File: config.mk
export PLATFORM = sky130hd
export DESIGN_NAME = histo_peak_finder
export DESIGN_NICKNAME = d
export VERILOG_FILES = /design/src/rtl/histo_pkg.sv /design/src/rtl/histo_stats_acc.sv /design/src/rtl/histo_peak_finder.sv
export SDC_FILE = /design/constraint.sdc
export NUM_CORES = 2
export LEC_CHECK = 0
export BUFFER_PORTS_ARGS = -buffer_cell sky130_fd_sc_hd__buf_2
export CORE_MARGIN = 5
export CORE_UTILIZATION = 60
export DETAILED_ROUTE_END_ITERATION = 7
export PLACE_DENSITY = 0.8
export SYNTH_ARGS = -nofsm -noshare
export SYNTH_HDL_FRONTEND = slang
export SYNTH_SLANG_ARGS = --single-unit
File: constraint.sdc
create_clock -name CLK -period 9.35 [get_ports CLK]
set_clock_uncertainty 0.1 [all_clocks]
set_input_delay 1.87 -clock CLK [delete_from_list [all_inputs] [get_ports CLK]]
set_output_delay 1.87 -clock CLK [all_outputs]
set_load 0.005 [all_outputs]
File: src/rtl/histo_pkg.sv
// rtl/histo_pkg.sv - shared widths and scan FSM encoding for the histogram peak finder
package histo_pkg;

    localparam int ADDR_W  = 12;
    localparam int DATA_W  = 32;
    localparam int N_BINS  = 2 ** ADDR_W;
    localparam int TOTAL_W = DATA_W + ADDR_W;
    localparam int WSUM_W  = DATA_W + 2 * ADDR_W;

    typedef enum logic [1:0] {
        ST_IDLE,
        ST_SCAN,
        ST_DRAIN,
        ST_FIN
    } state_e;

endpackage

File: src/rtl/histo_stats_acc.sv
// rtl/histo_stats_acc.sv - peak/first/last/total/weighted-sum accumulator over a bin-tagged count stream
module histo_stats_acc
    import histo_pkg::*;
(
    input  logic               clk,
    input  logic               rst,
    input  logic               clr,
    input  logic               s_tvalid,
    input  logic [ADDR_W-1:0]  s_tuser,
    input  logic [DATA_W-1:0]  s_tdata,
    output logic [ADDR_W-1:0]  peak_bin,
    output logic [DATA_W-1:0]  peak_count,
    output logic [TOTAL_W-1:0] total,
    output logic [WSUM_W-1:0]  wsum,
    output logic [ADDR_W-1:0]  first_bin,
    output logic [ADDR_W-1:0]  last_bin,
    output logic               seen
);

    logic [ADDR_W-1:0]  peak_bin_q, peak_bin_d;
    logic [DATA_W-1:0]  peak_count_q, peak_count_d;
    logic [TOTAL_W-1:0] total_q, total_d;
    logic [WSUM_W-1:0]  wsum_q, wsum_d;
    logic [ADDR_W-1:0]  first_bin_q, first_bin_d;
    logic [ADDR_W-1:0]  last_bin_q, last_bin_d;
    logic               seen_q, seen_d;

    always_comb begin
        peak_bin_d   = peak_bin_q;
        peak_count_d = peak_count_q;
        total_d      = total_q;
        wsum_d       = wsum_q;
        first_bin_d  = first_bin_q;
        last_bin_d   = last_bin_q;
        seen_d       = seen_q;
        if (clr) begin
            peak_bin_d   = '0;
            peak_count_d = '0;
            total_d      = '0;
            wsum_d       = '0;
            first_bin_d  = '0;
            last_bin_d   = '0;
            seen_d       = 1'b0;
        end else if (s_tvalid) begin
            total_d = total_q + TOTAL_W'(s_tdata);
            wsum_d  = wsum_q + WSUM_W'(s_tuser) * WSUM_W'(s_tdata);
            // strictly greater keeps the lowest bin on a tie, bins arrive in ascending order
            if (s_tdata > peak_count_q) begin
                peak_bin_d   = s_tuser;
                peak_count_d = s_tdata;
            end
            if (s_tdata != '0) begin
                if (!seen_q) begin
                    first_bin_d = s_tuser;
                end
                last_bin_d = s_tuser;
                seen_d     = 1'b1;
            end
        end
    end

    always_ff @(posedge clk) begin
        if (rst) begin
            peak_bin_q   <= '0;
            peak_count_q <= '0;
            total_q      <= '0;
            wsum_q       <= '0;
            first_bin_q  <= '0;
            last_bin_q   <= '0;
            seen_q       <= 1'b0;
        end else begin
            peak_bin_q   <= peak_bin_d;
            peak_count_q <= peak_count_d;
            total_q      <= total_d;
            wsum_q       <= wsum_d;
            first_bin_q  <= first_bin_d;
            last_bin_q   <= last_bin_d;
            seen_q       <= seen_d;
        end
    end

    assign peak_bin   = peak_bin_q;
    assign peak_count = peak_count_q;
    assign total      = total_q;
    assign wsum       = wsum_q;
    assign first_bin  = first_bin_q;
    assign last_bin   = last_bin_q;
    assign seen       = seen_q;

endmodule

File: src/rtl/histo_peak_finder.sv
// rtl/histo_peak_finder.sv - scans the histogram RAM once and publishes a peak/total/mean summary
module histo_peak_finder
    import histo_pkg::*;
#(
    parameter int RD_LAT = 2
) (
    input  logic                       CLK,
    input  logic                       RST,
    input  logic                       START,
    input  logic                       ABORT,
    output logic                       BUSY,
    output logic                       DONE,
    output logic                       RAM_RD,
    output logic [ADDR_W-1:0]          RAM_ADDR,
    input  logic [DATA_W-1:0]          RAM_DATA,
    output logic [ADDR_W-1:0]          PEAK_BIN,
    output logic [DATA_W-1:0]          PEAK_COUNT,
    output logic [DATA_W+ADDR_W-1:0]   TOTAL,
    output logic [DATA_W+2*ADDR_W-1:0] WSUM,
    output logic [ADDR_W-1:0]          FIRST_BIN,
    output logic [ADDR_W-1:0]          LAST_BIN,
    output logic                       EMPTY
);

    localparam int CNT_W = $clog2(RD_LAT + 1);

    state_e             state_q, state_d;
    logic [ADDR_W-1:0]  addr_q, addr_d;
    logic [CNT_W-1:0]   cnt_q, cnt_d;
    logic               done_q, done_d;
    logic [RD_LAT-1:0]  vld_q, vld_d;
    logic [ADDR_W-1:0]  bin_q [RD_LAT];
    logic [ADDR_W-1:0]  bin_d [RD_LAT];
    logic               start_ok;
    logic               load;

    logic [ADDR_W-1:0]  acc_peak_bin, acc_first_bin, acc_last_bin;
    logic [DATA_W-1:0]  acc_peak_count;
    logic [TOTAL_W-1:0] acc_total;
    logic [WSUM_W-1:0]  acc_wsum;
    logic               acc_seen;

    logic [ADDR_W-1:0]  peak_bin_q, first_bin_q, last_bin_q;
    logic [DATA_W-1:0]  peak_count_q;
    logic [TOTAL_W-1:0] total_q;
    logic [WSUM_W-1:0]  wsum_q;
    logic               empty_q;

    // the DONE cycle still counts as busy, so a START landing on it is dropped
    assign start_ok = START && !ABORT && (state_q == ST_IDLE) && !done_q;

    always_comb begin
        state_d = state_q;
        addr_d  = addr_q;
        cnt_d   = cnt_q;
        done_d  = 1'b0;
        load    = 1'b0;
        case (state_q)
            ST_IDLE: begin
                if (start_ok) begin
                    state_d = ST_SCAN;
                    addr_d  = '0;
                end
            end
            ST_SCAN: begin
                if (addr_q == '1) begin
                    state_d = ST_DRAIN;
                    cnt_d   = '0;
                end else begin
                    addr_d = addr_q + ADDR_W'(1);
                end
            end
            ST_DRAIN: begin
                if (cnt_q == CNT_W'(RD_LAT - 1)) begin
                    state_d = ST_FIN;
                end else begin
                    cnt_d = cnt_q + CNT_W'(1);
                end
            end
            ST_FIN: begin
                state_d = ST_IDLE;
                done_d  = 1'b1;
                load    = 1'b1;
            end
            default: state_d = ST_IDLE;
        endcase
        if (ABORT) begin
            state_d = ST_IDLE;
            done_d  = 1'b0;
            load    = 1'b0;
        end
    end

    // tag pipe mirrors the RAM latency so each returned word carries its bin
    always_comb begin
        vld_d    = '0;
        bin_d[0] = addr_q;
        vld_d[0] = (state_q == ST_SCAN) && !ABORT;
        for (int i = 1; i < RD_LAT; i++) begin
            vld_d[i] = vld_q[i-1] && !ABORT;
            bin_d[i] = bin_q[i-1];
        end
    end

    always_ff @(posedge CLK) begin
        if (RST) begin
            state_q <= ST_IDLE;
            addr_q  <= '0;
            cnt_q   <= '0;
            done_q  <= 1'b0;
            vld_q   <= '0;
        end else begin
            state_q <= state_d;
            addr_q  <= addr_d;
            cnt_q   <= cnt_d;
            done_q  <= done_d;
            vld_q   <= vld_d;
        end
    end

    always_ff @(posedge CLK) begin
        bin_q <= bin_d;
    end

    histo_stats_acc u_acc (
        .clk        (CLK),
        .rst        (RST),
        .clr        (start_ok),
        .s_tvalid   (vld_q[RD_LAT-1]),
        .s_tuser    (bin_q[RD_LAT-1]),
        .s_tdata    (RAM_DATA),
        .peak_bin   (acc_peak_bin),
        .peak_count (acc_peak_count),
        .total      (acc_total),
        .wsum       (acc_wsum),
        .first_bin  (acc_first_bin),
        .last_bin   (acc_last_bin),
        .seen       (acc_seen)
    );

    always_ff @(posedge CLK) begin
        if (RST) begin
            peak_bin_q   <= '0;
            peak_count_q <= '0;
            total_q      <= '0;
            wsum_q       <= '0;
            first_bin_q  <= '0;
            last_bin_q   <= '0;
            empty_q      <= 1'b1;
        end else if (load) begin
            peak_bin_q   <= acc_peak_bin;
            peak_count_q <= acc_peak_count;
            total_q      <= acc_total;
            wsum_q       <= acc_wsum;
            first_bin_q  <= acc_first_bin;
            last_bin_q   <= acc_last_bin;
            empty_q      <= !acc_seen;
        end
    end

    assign BUSY       = (state_q != ST_IDLE) || done_q;
    assign DONE       = done_q;
    assign RAM_RD     = (state_q == ST_SCAN);
    assign RAM_ADDR   = addr_q;
    assign PEAK_BIN   = peak_bin_q;
    assign PEAK_COUNT = peak_count_q;
    assign TOTAL      = total_q;
    assign WSUM       = wsum_q;
    assign FIRST_BIN  = first_bin_q;
    assign LAST_BIN   = last_bin_q;
    assign EMPTY      = empty_q;

endmodule

==> results by group <==
STA
  – Tightest Pin Transition: 1.22 ns
  – Min Tclk post-route: ~7.3 ns
  – Hold Slack: 0.221 ns
  – F_max: roughly 0.14 GHz
  – Final Slew Violations: 0
  – Relative slew slack: between 10% and 20%
  – Final hold vios: 0
  – RSZ-0062 raised after global routing: false
  – # setup viols final: 0
  – Setup TNS: 0 ns
  – Crit share post-route: approximately four fifths

Final layout
  – Reg area: between 0.007 and 0.008 mm2
  – Area growth, synth to finish: 9.90%
  – Area of the multi-input gates: slightly below 0.02 mm2
  – FILL cells: 3946
  – Most frequent cells in the layout: 688 x nand2_1, 423 x inv_1, 372 x dfxtp_1, 344 x fa_1, 288 x a21oi_1
  – Commonest non-fill, non-tap cell in the layout: nand2_1
  – Share of cells above drive strength 1: 10.1%
  – Nets: 4080

Routing
  – DR DRC count: 0
  – DR vias: 24.4k
  – DR pass1 iterations: 5
  – Post-route ant nets: 0
  – Total Wirelength: 80700 um
  – Wirelength per Cell: approximately 19 um
  – DR iter-0 viols: roughly 2.2k
  – Vias per cell: ~5.8

Worst setup path
  – Worst reg2reg path depth: 20
  – CP arrival: roughly 7.7 ns
  – Reg-to-reg setup timing slack: 2.46 ns
  – Critical path peak fanout: 16
  – Critical Path RT: 9.74 ns
  – Critical Path End Type: flip-flop
  – Worst setup SP type: input port
  – Crit Path Class: input port to flip-flop

Run
  – Number of max-cap violations: 0

Die
  – Die extent in y: 232 um
  – Core area: 0.0487 mm2
  – Initial Utilization: 60.4%
  – Die area: 0.0536 mm2
  – Core Rows: 81
  – Die X: roughly 230 um
  – IO Count: 220

Place
  – HPWL after DPL: 57200 um
  – I/O Buffers: 219
  – RePlAce Congestion: 0.990

Logic synthesis
  – Sequential share of the synthesized area: 25.9%
  – Syn Nets: 4008
  – Mean cell area of the mapped netlist: 8.49 um2
  – Area leader, netlist: dfxtp_1
  – Main area contributors after synthesis: dfxtp_1 26%, fa_1 23%, nand2_1 8.8%
  – Synth Register Bits: between 300 and 400
  – Prevailing post-synth register cell: dfxtp_1
  – Synth warn: 0
  – Post-synth top area share: 25.9%
  – Synth Instances: between 3k and 4k
  – Synth unique cells: 83
  – Post-synth EDFFs: 0
  – Post-synthesis cell area: 0.0294 mm2
  – Post-synth ARST share: 0%

Pwr
  – Worst vdd ir: approximately 0.14 mV
  – Pwr dens: between 100 and 150 mW/mm2
  – Leakage power: 14.7 nW

GRT
  – Total GRT Usage: between 30% and 40%
  – Global-route wire length before repair: between 100000 and 150000 um
  – Initial antenna violation count: 7
  – Largest net degree at the start of global routing: 99
  – Vias in the first global route: 24.5k
  – Total gr overflow: 0

Clock network
  – Post-CTS Resized: 0
  – CTS tree: done
  – Root buf cell: clkbuf_16
  – Worst-path clk slew: 0.06 ns
  – Cts hold-fix bufs: 0
  – Bufs on Longest Clock Path: 3
  – Buffer count from post-CTS setup fixing: 0
  – CTS Sinks: 381
  – Cts bufs inserted: 44
  – Deepest level of the CTS H-tree: 2
  – Clock Latency Late Sink: 0.59 ns

Run status
  – Status: finished clean

Hold path
  – Hold Crit Class: flip-flop to flip-flop
  – Hold path cells: 0
## cell families (layout without fill, tap and decap cells)
logic type               Yosys count  count (layout)  share of synthesized area [%]
AND/OR/NAND/NOR                 1222            1222                           18.5
buffers and inverters            637             744                           8.32
AO/OA/AOI/OAI                    564             564                           11.8
adder cells (fa/ha/maj)          503             503                           30.1
flip-flops                       381             381                           25.9
multiplexers                     106             106                           3.61
XOR/XNOR                          56              56                           1.67
other                              0               4                              0
## registers in the layout, indices dropped and copies added, names as in the netlist, 32 cells and up
signal	cells
PEAK_COUNT	32
TOTAL	44
WSUM	56
u_acc.peak_count	32
u_acc.total	44
u_acc.wsum	56
## per-layer routing
layer | wire length, um | GRT usage, % | vias to the layer above
li1 | - | - | 11200
met1 | 31700 | 38.9 | 11900
met2 | 38800 | 50.3 | 1051
met3 | 6750 | 5.77 | 238
met4 | 3440 | 11.6 | 4
met5 | 21 | 0 | -
## critical path, stage by stage
cell and delay (ns):
buf_2 0.21, and2_1 0.23, fa_1 0.55, inv_1 0.06, fa_1 0.50, inv_1 0.05, fa_1 0.50, inv_1 0.05
fa_1 0.47, fa_1 0.54, inv_1 0.05, ha_1 0.33, o21ai_0 0.13, o21ai_1 0.26, a32oi_1 0.21, o31a_1 0.32
o31ai_2 0.41, o21ai_2 0.19, o21ai_2 0.39, a31oi_1 0.14, a41o_1 0.23
## synthesized netlist by cell type (12+ instances only)
| master | count |
|---|---|
| mux2i_1 | 105 |
| nand3_1 | 39 |
| buf_4 | 13 |
| nor3_1 | 25 |
| xor2_1 | 19 |
| nand2b_1 | 21 |
| fa_1 | 344 |
| a21oi_1 | 289 |
| and3_1 | 16 |
| o21ai_0 | 59 |
| nor4_1 | 12 |
| dfxtp_1 | 381 |
| nand2_1 | 689 |
| nor2_1 | 178 |
| ha_1 | 159 |
| a211oi_1 | 22 |
| o21bai_1 | 14 |
| clkbuf_1 | 186 |
| nand4_1 | 30 |
| and2_1 | 157 |
| a21o_1 | 62 |
| or3_1 | 12 |
| inv_1 | 423 |
| xnor2_1 | 37 |
| o21ai_1 | 13 |
## area by class of cell
class                           count  area share (%)
Multi-Input combinational cell   2451            60.0
Sequential cell                   381            23.6
Inverter                          424            4.92
Clock buffer                       61            3.97
Timing Repair Buffer              239            3.87
Tap cell                          664            2.57
Clock inverter                     20            1.02
Antenna cell                        4          0.0309
## worst paths after layout
| kind | to | startpoint |
|---|---|---|
| setup reg to reg | u_acc.wsum[39] | bin_q[0] |
| hold / removal | bin_q[6] | bin_d[6] |
| setup / recovery | u_acc.wsum[47] | RAM_DATA[5] |
| hold reg to reg | bin_q[6] | bin_d[6] |
## where the power goes
part | total (mW) | internal [mW] | switching [mW]
Clock | 1.88 | 1.14 | 0.743
Sequential | 1.63 | 1.62 | 0.00275
Combinational | 0.180 | 0.0429 | 0.137
Total | 3.69 | 2.81 | 0.883
## stage by stage
step | power, mW | cells | utilization, % | setup slack (ns) | instance area, um2
global route | 3.79 | 4243 | 66.4 | 1.76 | 32400
finish | 3.69 | 4244 | 66.4 | 2.03 | 32400
floorplan | 1.77 | 3469 | - | 2.14 | 29400
detailed placement | 1.84 | 4159 | 63.0 | 1.45 | 30700
CTS | 3.71 | 4240 | 66.4 | 2.06 | 32300
global placement | 1.83 | 4159 | 63.0 | 1.57 | 30700
No activity file was read; power rests on OpenSTA's default activity.
